`src/rtl/seg7_pkg.sv`:
```
// rtl/seg7_pkg.sv - shared segment constants and digit width for the seven-segment counter
package seg7_pkg;

  localparam int BCD_W = 4;

  // Segment patterns {g,f,e,d,c,b,a}, active-high
  localparam logic [6:0] SEG_0     = 7'h3F;
  localparam logic [6:0] SEG_1     = 7'h06;
  localparam logic [6:0] SEG_2     = 7'h5B;
  localparam logic [6:0] SEG_3     = 7'h4F;
  localparam logic [6:0] SEG_4     = 7'h66;
  localparam logic [6:0] SEG_5     = 7'h6D;
  localparam logic [6:0] SEG_6     = 7'h7D;
  localparam logic [6:0] SEG_7     = 7'h07;
  localparam logic [6:0] SEG_8     = 7'h7F;
  localparam logic [6:0] SEG_9     = 7'h6F;
  localparam logic [6:0] SEG_BLANK = 7'h00;

endpackage

```
`src/rtl/seg7_decoder.sv`:
```
// rtl/seg7_decoder.sv - combinational BCD digit to seven-segment pattern
module seg7_decoder
  import seg7_pkg::*;
(
  input  logic [BCD_W-1:0] bcd,
  output logic [6:0]       seg
);

  // Non-BCD codes cannot occur in the counter; they show as dark.
  always_comb begin
    seg = SEG_BLANK;
    case (bcd)
      4'd0:    seg = SEG_0;
      4'd1:    seg = SEG_1;
      4'd2:    seg = SEG_2;
      4'd3:    seg = SEG_3;
      4'd4:    seg = SEG_4;
      4'd5:    seg = SEG_5;
      4'd6:    seg = SEG_6;
      4'd7:    seg = SEG_7;
      4'd8:    seg = SEG_8;
      4'd9:    seg = SEG_9;
      default: seg = SEG_BLANK;
    endcase
  end

endmodule

```
`src/rtl/tt_um_seven_segment_mux_counter.sv`:
```
// rtl/tt_um_seven_segment_mux_counter.sv - multi-digit BCD seconds counter with multiplexed seven-segment drive
module tt_um_seven_segment_mux_counter
  import seg7_pkg::*;
#(
  parameter int MAX_COUNT   = 10_000_000,
  parameter int DIGITS      = 4,
  parameter int REFRESH_DIV = 1024
) (
  input  logic       clk,
  input  logic       rst_n,
  input  logic       ena,
  input  logic [7:0] ui_in,
  output logic [7:0] uo_out,
  input  logic [7:0] uio_in,
  output logic [7:0] uio_out,
  output logic [7:0] uio_oe
);

  localparam int PW = $clog2(MAX_COUNT);
  localparam int RW = $clog2(REFRESH_DIV);
  localparam int CW = DIGITS * BCD_W;

  localparam logic [PW-1:0] PRESC_LAST = PW'(MAX_COUNT - 1);
  localparam logic [RW-1:0] REF_LAST   = RW'(REFRESH_DIV - 1);
  localparam logic [1:0]    SEL_LAST   = 2'(DIGITS - 1);

  logic [3:0]       sync1_q, sync1_d;
  logic [3:0]       sync2_q, sync2_d;
  logic [PW-1:0]    presc_q, presc_d;
  logic [CW-1:0]    count_q, count_d;
  logic             ind_q, ind_d;
  logic [RW-1:0]    ref_q, ref_d;
  logic [1:0]       sel_q, sel_d;
  logic [6:0]       seg_q, seg_d;
  logic [3:0]       en_q, en_d;

  logic             pause, down, clr, blank_en;
  logic             tick;
  logic             carry;
  logic [BCD_W-1:0] cur_digit;
  logic [6:0]       dec_seg;
  logic             lead_zero;
  logic             unused_ok;

  assign unused_ok = ^{uio_in, ui_in[7:4]};

  assign pause    = sync2_q[0];
  assign down     = sync2_q[1];
  assign clr      = sync2_q[2];
  assign blank_en = sync2_q[3];

  // Two-stage synchroniser for the control pins.
  always_comb begin
    sync1_d = ui_in[3:0];
    sync2_d = sync1_q;
  end

  // Prescaler: counts enabled clocks, pulses tick on wrap; clear wins.
  always_comb begin
    presc_d = presc_q;
    tick    = 1'b0;
    if (clr) begin
      presc_d = '0;
    end else if (ena && !pause) begin
      if (presc_q == PRESC_LAST) begin
        presc_d = '0;
        tick    = 1'b1;
      end else begin
        presc_d = presc_q + 1'b1;
      end
    end
  end

  // BCD chain: ripple increment/decrement with decimal carry/borrow, plus tick indicator.
  always_comb begin
    count_d = count_q;
    ind_d   = ind_q;
    carry   = 1'b0;
    if (clr) begin
      count_d = '0;
      ind_d   = 1'b0;
    end else if (tick) begin
      ind_d = ~ind_q;
      carry = 1'b1;
      for (int i = 0; i < DIGITS; i++) begin
        if (carry) begin
          if (down) begin
            if (count_q[i*BCD_W +: BCD_W] == 4'd0) begin
              count_d[i*BCD_W +: BCD_W] = 4'd9;
            end else begin
              count_d[i*BCD_W +: BCD_W] = count_q[i*BCD_W +: BCD_W] - 4'd1;
              carry = 1'b0;
            end
          end else begin
            if (count_q[i*BCD_W +: BCD_W] == 4'd9) begin
              count_d[i*BCD_W +: BCD_W] = 4'd0;
            end else begin
              count_d[i*BCD_W +: BCD_W] = count_q[i*BCD_W +: BCD_W] + 4'd1;
              carry = 1'b0;
            end
          end
        end
      end
    end
  end

  // Free-running refresh timer advancing the digit select on wrap.
  always_comb begin
    ref_d = ref_q + 1'b1;
    sel_d = sel_q;
    if (ref_q == REF_LAST) begin
      ref_d = '0;
      sel_d = (sel_q == SEL_LAST) ? 2'd0 : sel_q + 2'd1;
    end
  end

  // Pick the selected digit and decide whether it is a blanked leading zero.
  always_comb begin
    cur_digit = '0;
    lead_zero = 1'b1;
    for (int i = 0; i < DIGITS; i++) begin
      if (sel_q == 2'(i)) begin
        cur_digit = count_q[i*BCD_W +: BCD_W];
      end
      if ((i >= int'(sel_q)) && (count_q[i*BCD_W +: BCD_W] != 4'd0)) begin
        lead_zero = 1'b0;
      end
    end
  end

  seg7_decoder u_dec (
    .bcd (cur_digit),
    .seg (dec_seg)
  );

  // Next pin values: one-hot enable and segments for the current select.
  always_comb begin
    en_d  = 4'b0001 << sel_q;
    seg_d = dec_seg;
    if (blank_en && (sel_q != 2'd0) && lead_zero) begin
      seg_d = SEG_BLANK;
    end
  end

  // All state registers with asynchronous reset.
  always_ff @(posedge clk or negedge rst_n) begin
    if (!rst_n) begin
      sync1_q <= '0;
      sync2_q <= '0;
      presc_q <= '0;
      count_q <= '0;
      ind_q   <= 1'b0;
      ref_q   <= '0;
      sel_q   <= 2'd0;
      seg_q   <= SEG_BLANK;
      en_q    <= 4'b0000;
    end else begin
      sync1_q <= sync1_d;
      sync2_q <= sync2_d;
      presc_q <= presc_d;
      count_q <= count_d;
      ind_q   <= ind_d;
      ref_q   <= ref_d;
      sel_q   <= sel_d;
      seg_q   <= seg_d;
      en_q    <= en_d;
    end
  end

  assign uo_out  = {ind_q, seg_q};
  assign uio_out = {4'b0000, en_q};
  assign uio_oe  = 8'h0F;

endmodule
```
`config.mk`:
```
export PLATFORM = sky130hd
export DESIGN_NAME = tt_um_seven_segment_mux_counter
export DESIGN_NICKNAME = d
export VERILOG_FILES = /design/src/rtl/seg7_pkg.sv /design/src/rtl/seg7_decoder.sv /design/src/rtl/tt_um_seven_segment_mux_counter.sv
export SDC_FILE = /design/constraint.sdc
export NUM_CORES = 1
export LEC_CHECK = 0
export ABC_CLOCK_PERIOD_IN_PS = 3400
export BUFFER_PORTS_ARGS = -buffer_cell sky130_fd_sc_hd__buf_2
export CAP_MARGIN = 30
export CORE_MARGIN = 1
export CORE_UTILIZATION = 35
export DETAILED_ROUTE_END_ITERATION = 10
export GPL_ROUTABILITY_DRIVEN = 0
export SETUP_SLACK_MARGIN = 0.15
export SLEW_MARGIN = 40
export SYNTH_ARGS = -nofsm -noshare
export SYNTH_HDL_FRONTEND = slang
export SYNTH_HIERARCHICAL = 1
export SYNTH_SLANG_ARGS = --single-unit
```
`constraint.sdc`:
```
create_clock -name clk -period 3.4 [get_ports clk]
set_input_delay 0.68 -clock clk [delete_from_list [all_inputs] [get_ports clk]]
set_output_delay 0.68 -clock clk [all_outputs]
set_load 0.01 [all_outputs]
```
==> flow_summary.yaml, run 1 <==
run_status:
  status: "completed"
synthesis:
  synth_edf_count: 0
  yosysWarningCount: 6
  seq_area_frac_synth_pct: 40.32
  ys_ff_latch: 72
  ys_types: 68
  synth_area_leaders: "dfrtp_1 (40%), ha_1 (7.0%), nand2_1 (4.2%), a21oi_1 (3.8%), o21ai_0 (3.1%)"
  synth_top_area_cell: "dfrtp_1"
  synth_top_area_share_pct: 40.32
  syn_area_um2: 4468
  syn_inst: 489
  synth-main-ff-cell: "dfrtp_1"
  ys_async_sr_fraction_pct: 100.0
  avgSynthCellArea_um2: 9.137
floorplanning:
  die-area_um2: 13220
  die_w_um: 115.0
  fp.coreArea_um2: 12210
  initial_utilization_pct: 36.59
  ioPinCount: 43
  dieHeight_um: 115.0
  core.rowCount: 40
setup_path:
  crit_slowest_cell: "or4b_2"
  worstSetupEndpointType: "register"
  reg2regPathDepth: 5
  reg2reg_slack_ns: 0.74
  cp.buffers_inverters: 0
  crit_required_ns: 3.62
  path_delay_family: "simple AND/OR/NAND/NOR gates"
  worst_ep_arrival_time_ns: 2.88
  critPathMaxStageDelay_ns: 0.72
  crit_type: "register to register"
  critPathMaxFanout: 8
  startpoint_type: "register"
  cp_num_cells: 5
  cp_cell_sequence: "or4b_2, nor4_4, nand4_1, a21o_1, o2111a_1"
clock_tree:
  htreeDepth: 3
  cts_hold_buf: 0
  path_clk_slew_ns: 0.06
  post_cts_resized: 0
  cts_root_buf: "clkbuf_16"
  clock_sinks: 72
  clk_latency_ns: 0.33
  cts_tree: "yes"
  cts_inserted_buffers: 9
  cts_buffer_depth: 2
  post_cts_buffers: 0
placement:
  dp_cells: 658
  dpl.hpwl_um: 6380
  dp_worst_setup_slack_ns: 0.6773
  io_buffer_count: 18
global_routing:
  grt_util_all_layers_pct: 15.39
  antenna_found_initial: 0
  first_global_vias: 3319
  grt_pass1_wl_um: 16010
  overflow: 0
  grt_max_degree: 73
timing:
  finalMaxSlewViolations: 0
  slew_headroom_pct: 50.41
  setup_viol: 0
  period_share_pct: 78.18
  hold_violations: 0
  postLayoutSetupSlackWorst_ns: 0.7418
  skew_ns: 0.007552
  rsz0062_at_grt: "false"
  fmax_ghz: 0.3762
  period_needed_ns: 2.658
  fin_hold_ws_ns: 0.3285
  finalSetupTns_ns: 0
  worstMarginPinSlew_ns: 0.7439
route:
  routedWlPerCell_um: 13.85
  via_per_inst: 5.223
  drtIter0Drc: 252
  remaining_drc_errors: 0
  antenna_left: 0
  vias: 3520
  firstDrtPassIters: 4
  postRouteWirelength_um: 9336
power_and_ir_drop:
  total_power_uw: 1899
  irDropWorstVdd_mv: 0.2035
  power.density_nw_per_um2: 381.7
  cellLeakagePower_uw: 0.002089
final_layout:
  antennaDiodeCount: 0
  mostFrequentLayoutCells: "dfrtp_1 (72), nand2_1 (50), nor2_1 (34), a21oi_1 (34), o21ai_0 (28)"
  final_common_cell: "dfrtp_1"
  fin_cells: 674
  area_growth_pct: 11.34
  num-nets-final: 545
  drive_gt1_share_pct: 12.25
hold_path:
  hp-class: "input pin to asynchronous set/reset pin"
run:
  drv_cap: 0
-- cells in the mapped netlist, types with 4 or more instances --
| library cell | count |
|---|---|
| nor4_1 | 4 |
| nor2_1 | 34 |
| clkbuf_1 | 17 |
| nand4_1 | 7 |
| xor2_1 | 10 |
| a211oi_1 | 4 |
| mux2i_1 | 5 |
| nor4bb_1 | 5 |
| nand2b_1 | 5 |
| nor3_1 | 9 |
| nand3_1 | 21 |
| xnor2_1 | 7 |
| inv_1 | 23 |
| and3_1 | 8 |
| o21ai_0 | 28 |
| dfrtp_1 | 72 |
| nor2b_1 | 11 |
| buf_4 | 13 |
| o22ai_1 | 7 |
| or3_1 | 7 |
| nand3b_1 | 9 |
| a21oi_1 | 34 |
| ha_1 | 25 |
| mux2_2 | 4 |
| nand2_1 | 50 |
-- flip-flops by register name, summed over array words and instances, names as in the netlist --
name     cells
count_q     16
en_q         4
ind_q        1
presc_q     24
ref_q       10
seg_q        7
sel_q        2
sync1_q      4
sync2_q      4
-- layout make-up --
class	count	area (um^2)
clock buffer	10	239.0
clock inverter	6	67.56
fill	1239	7237
inverter	26	97.59
multi-input combinational	368	2417
sequential	72	1802
tap	168	210.2
timing repair buffer	24	141.4
-- routing by layer --
layer  vias to the layer above  wire length (um)  global-route usage (%)
met2                        54              4438                   25.14
met5                         -                 0                       0
met1                      1709              4511                   20.26
li1                       1751                 -                       -
met4                         0               110                   4.675
met3                         6               276                   3.585
-- final timing paths --
path | to | from
max | count_q[14] | presc_q[18]
min | count_q[4] | rst_n
min in group clk | sync2_q[2] | sync1_q[2]
max in group asynchronous | presc_q[0] | rst_n
min reg2reg | sync2_q[2] | sync1_q[2]
max reg2reg | count_q[14] | presc_q[18]
-- power by group --
part / internal, uW / total [uW] / switching, uW
Clock: 590 / 967 / 377
Sequential: 863 / 873 / 10.1
Combinational: 13.8 / 58.4 / 44.5
Total: 1470 / 1900 / 432
-- kinds of logic (layout without fill, tap and decap cells) --
family | after synthesis | in the layout | share of synthesized area, %
simple gates | 190 | 190 | 23.35
mux | 11 | 11 | 3.136
xor+xnor | 17 | 17 | 3.332
flops | 72 | 72 | 40.32
fa+ha+maj | 25 | 25 | 7.001
other cells | 2 | 12 | 0.1681
compound gates | 113 | 113 | 16.27
buf+inv | 59 | 66 | 6.412
-- metrics by stage --
stage / utilization [%] / instance area [um^2]
floorplan: - / 4506
global placement: 38.20 / 4664
detailed placement: 38.23 / 4668
CTS: 40.74 / 4975
global route: 40.74 / 4975
finish: 40.74 / 4975
-- worst register-to-register path, delay by kind of cell (launching register included) --
kind | cells | cell delay [ns]
AND/OR/NAND/NOR | 3 | 1.62
flip-flops | 1 | 0.42
AO/OA/AOI/OAI | 2 | 0.50
Note: power is estimated with default switching activity, not from simulation.
==> run 2, diff against run 1 <==
--- a/config.mk
+++ b/config.mk
@@ -5,7 +5,7 @@
 export SDC_FILE = /design/constraint.sdc
 export NUM_CORES = 1
 export LEC_CHECK = 0
-export ABC_CLOCK_PERIOD_IN_PS = 3400
+export ABC_CLOCK_PERIOD_IN_PS = 2800
 export BUFFER_PORTS_ARGS = -buffer_cell sky130_fd_sc_hd__buf_2
 export CAP_MARGIN = 30
 export CORE_MARGIN = 1
==> constraint.sdc (replaced) <==
create_clock -name clk -period 2.8 [get_ports clk]
set_input_delay 0.56 -clock clk [delete_from_list [all_inputs] [get_ports clk]]
set_output_delay 0.56 -clock clk [all_outputs]
set_load 0.01 [all_outputs]
==> run 2 against run 1 <==
Die area unchanged. Clock skew grew 0.0023 ns. Sequential share of layout area is 0.32 points lower. Total power is 20% higher. Global-route usage up 0.35 points. First-iteration DRC count down 37%. Combinational power rose by 34%. Critical path depth is 1 higher. Fmax grew 14%. Sequential cell count unchanged. Via count up 1.2%. Worst hold slack lost 0.092 ns. Critical path type unchanged. Largest cell class unchanged. Highest routed layer unchanged.
==> flow_summary.yaml, run 2 (synthesis gave the netlist of run 1 again) <==
global_routing:
  grt_util_all_layers_pct: 15.74
  first_global_vias: 3471
  overflow: 0
  grt_util_met3_pct: 3.690
  grt_pass1_wl_um: 16330
  antenna_found_initial: 0
  grt.busiest_layer: "met2"
  grt_max_degree: 73
  gr-usage-met2_pct: 25.34
  grt_use_met1_pct: 20.48
clock_tree:
  clk_latency_ns: 0.34
  path_clk_slew_ns: 0.06
  cts_tree: "yes"
  cts_hold_buf: 0
  clock_sinks: 72
  htreeDepth: 3
  post_cts_resized: 0
  cts_root_buf: "clkbuf_16"
  post_cts_buffers: 0
  cts_inserted_buffers: 9
  cts_buffer_depth: 2
placement:
  io_buffer_count: 18
  dpl.hpwl_um: 6359
  post_dp_cell_area_um2: 4721
floorplanning:
  initial_utilization_pct: 36.59
  die_w_um: 115.0
  dieHeight_um: 115.0
  fp.coreArea_um2: 12210
  core.rowCount: 40
  die-area_um2: 13220
  ioPinCount: 43
timing:
  period_share_pct: 83.62
  finalSetupTns_ns: 0
  hold_violations: 0
  fin_hold_ws_ns: 0.2364
  skew_ns: 0.009808
  worstMarginPinSlew_ns: 0.7545
  fmax_ghz: 0.4271
  rsz0062_at_grt: "false"
  slew_headroom_pct: 49.39
  setup_viol: 0
  period_needed_ns: 2.341
  finalMaxSlewViolations: 0
final_layout:
  final_util_pct: 41.11
  area_growth_pct: 12.35
  seq_area_um2: 1802
  largest_register_ffs: 24
  drive_gt1_share_pct: 13.26
  fin_area_um2: 5020
  num-nets-final: 552
  multi_input_area_um2: 2417
  final_common_cell: "dfrtp_1"
  antennaDiodeCount: 0
  largest_registers: "presc_q: 24 flops, count_q: 16 flops, ref_q: 10 flops"
  mostFrequentLayoutCells: "dfrtp_1 (72), nand2_1 (50), nor2_1 (34), a21oi_1 (34), o21ai_0 (27)"
  largest_register: "presc_q"
  nFillCells: 1248
setup_path:
  critPathMaxFanout: 8
  crit_required_ns: 3.06
  worst_ep_arrival_time_ns: 2.60
  startpoint_type: "register"
  crit_type: "register to register"
  reg2reg_slack_ns: 0.46
  worstSetupEndpointType: "register"
power_and_ir_drop:
  cellLeakagePower_uw: 0.002126
  irDropWorstVdd_mv: 0.2603
  power.density_nw_per_um2: 452.5
route:
  firstDrtPassIters: 4
  antenna_left: 0
  vias: 3561
  via_per_inst: 5.229
  routedWlPerCell_um: 13.69
  postRouteWirelength_um: 9321
  drtIter0Drc: 158
  remaining_drc_errors: 0
run:
  drv_cap: 0
run_status:
  status: "completed"
hold_path:
  hp-class: "input pin to asynchronous set/reset pin"
-- run 2: cell count changes in the layout (fill, tap and decap cells not counted) --
cell and change:
buf_4 +7, clkbuf_1 +1, clkinv_2 +1, clkinvlp_4 -1, inv_6 -1, o21ai_0 -1, o21ai_1 +1
-- run 2: cell type report --
class                           instances  area share [%]
Inverter                               26           1.944
Sequential cell                        72           35.89
Multi-Input combinational cell        368           48.16
Clock inverter                          5           1.122
Timing Repair Buffer                   31           3.863
Clock buffer                           11           4.836
Tap cell                              168           4.187
-- run 2: metrics by stage --
step	instances	worst slack [ns]	power, uW
after floorplan	499	0.4257	1124
final	681	0.4587	2271
after detailed placement	665	0.3723	1154
after global placement	665	0.4629	1152
after CTS	681	0.3487	2314
after global routing	681	0.2066	2370
-- run 2: final timing paths --
kind,start,to,cells after the start
worst max-delay path,presc_q[18],count_q[1],6
min in group clk,ui_in[0],sync1_q[0],1
max in group asynchronous,rst_n,count_q[8],1
worst max register to register,presc_q[18],count_q[1],6
worst min register to register,sync1_q[1],sync2_q[1],0
worst min-delay path,rst_n,count_q[4],1
-- run 2: worst max-delay path, stage by stage, from the launching register on --
cell and delay (ns):
dfrtp_1 0.41, or4b_2 0.71, nor4_4 0.15, buf_4 0.21, nand2_4 0.10, or4_1 0.54
a21oi_1 0.14
-- run 2: report_power, final --
group	switching, uW	leakage (uW)	internal, uW
Sequential	6.16	0.000936	1050
Clock	427	0.000145	712
Combinational	60.6	0.00104	17.7
-- run 2: routing by layer --
metal  wire length, um  share of wire (%)
met3               336                3.6
met1              4580                 49
met5                 0                  0
met2              4254                 46
met4               149                1.6
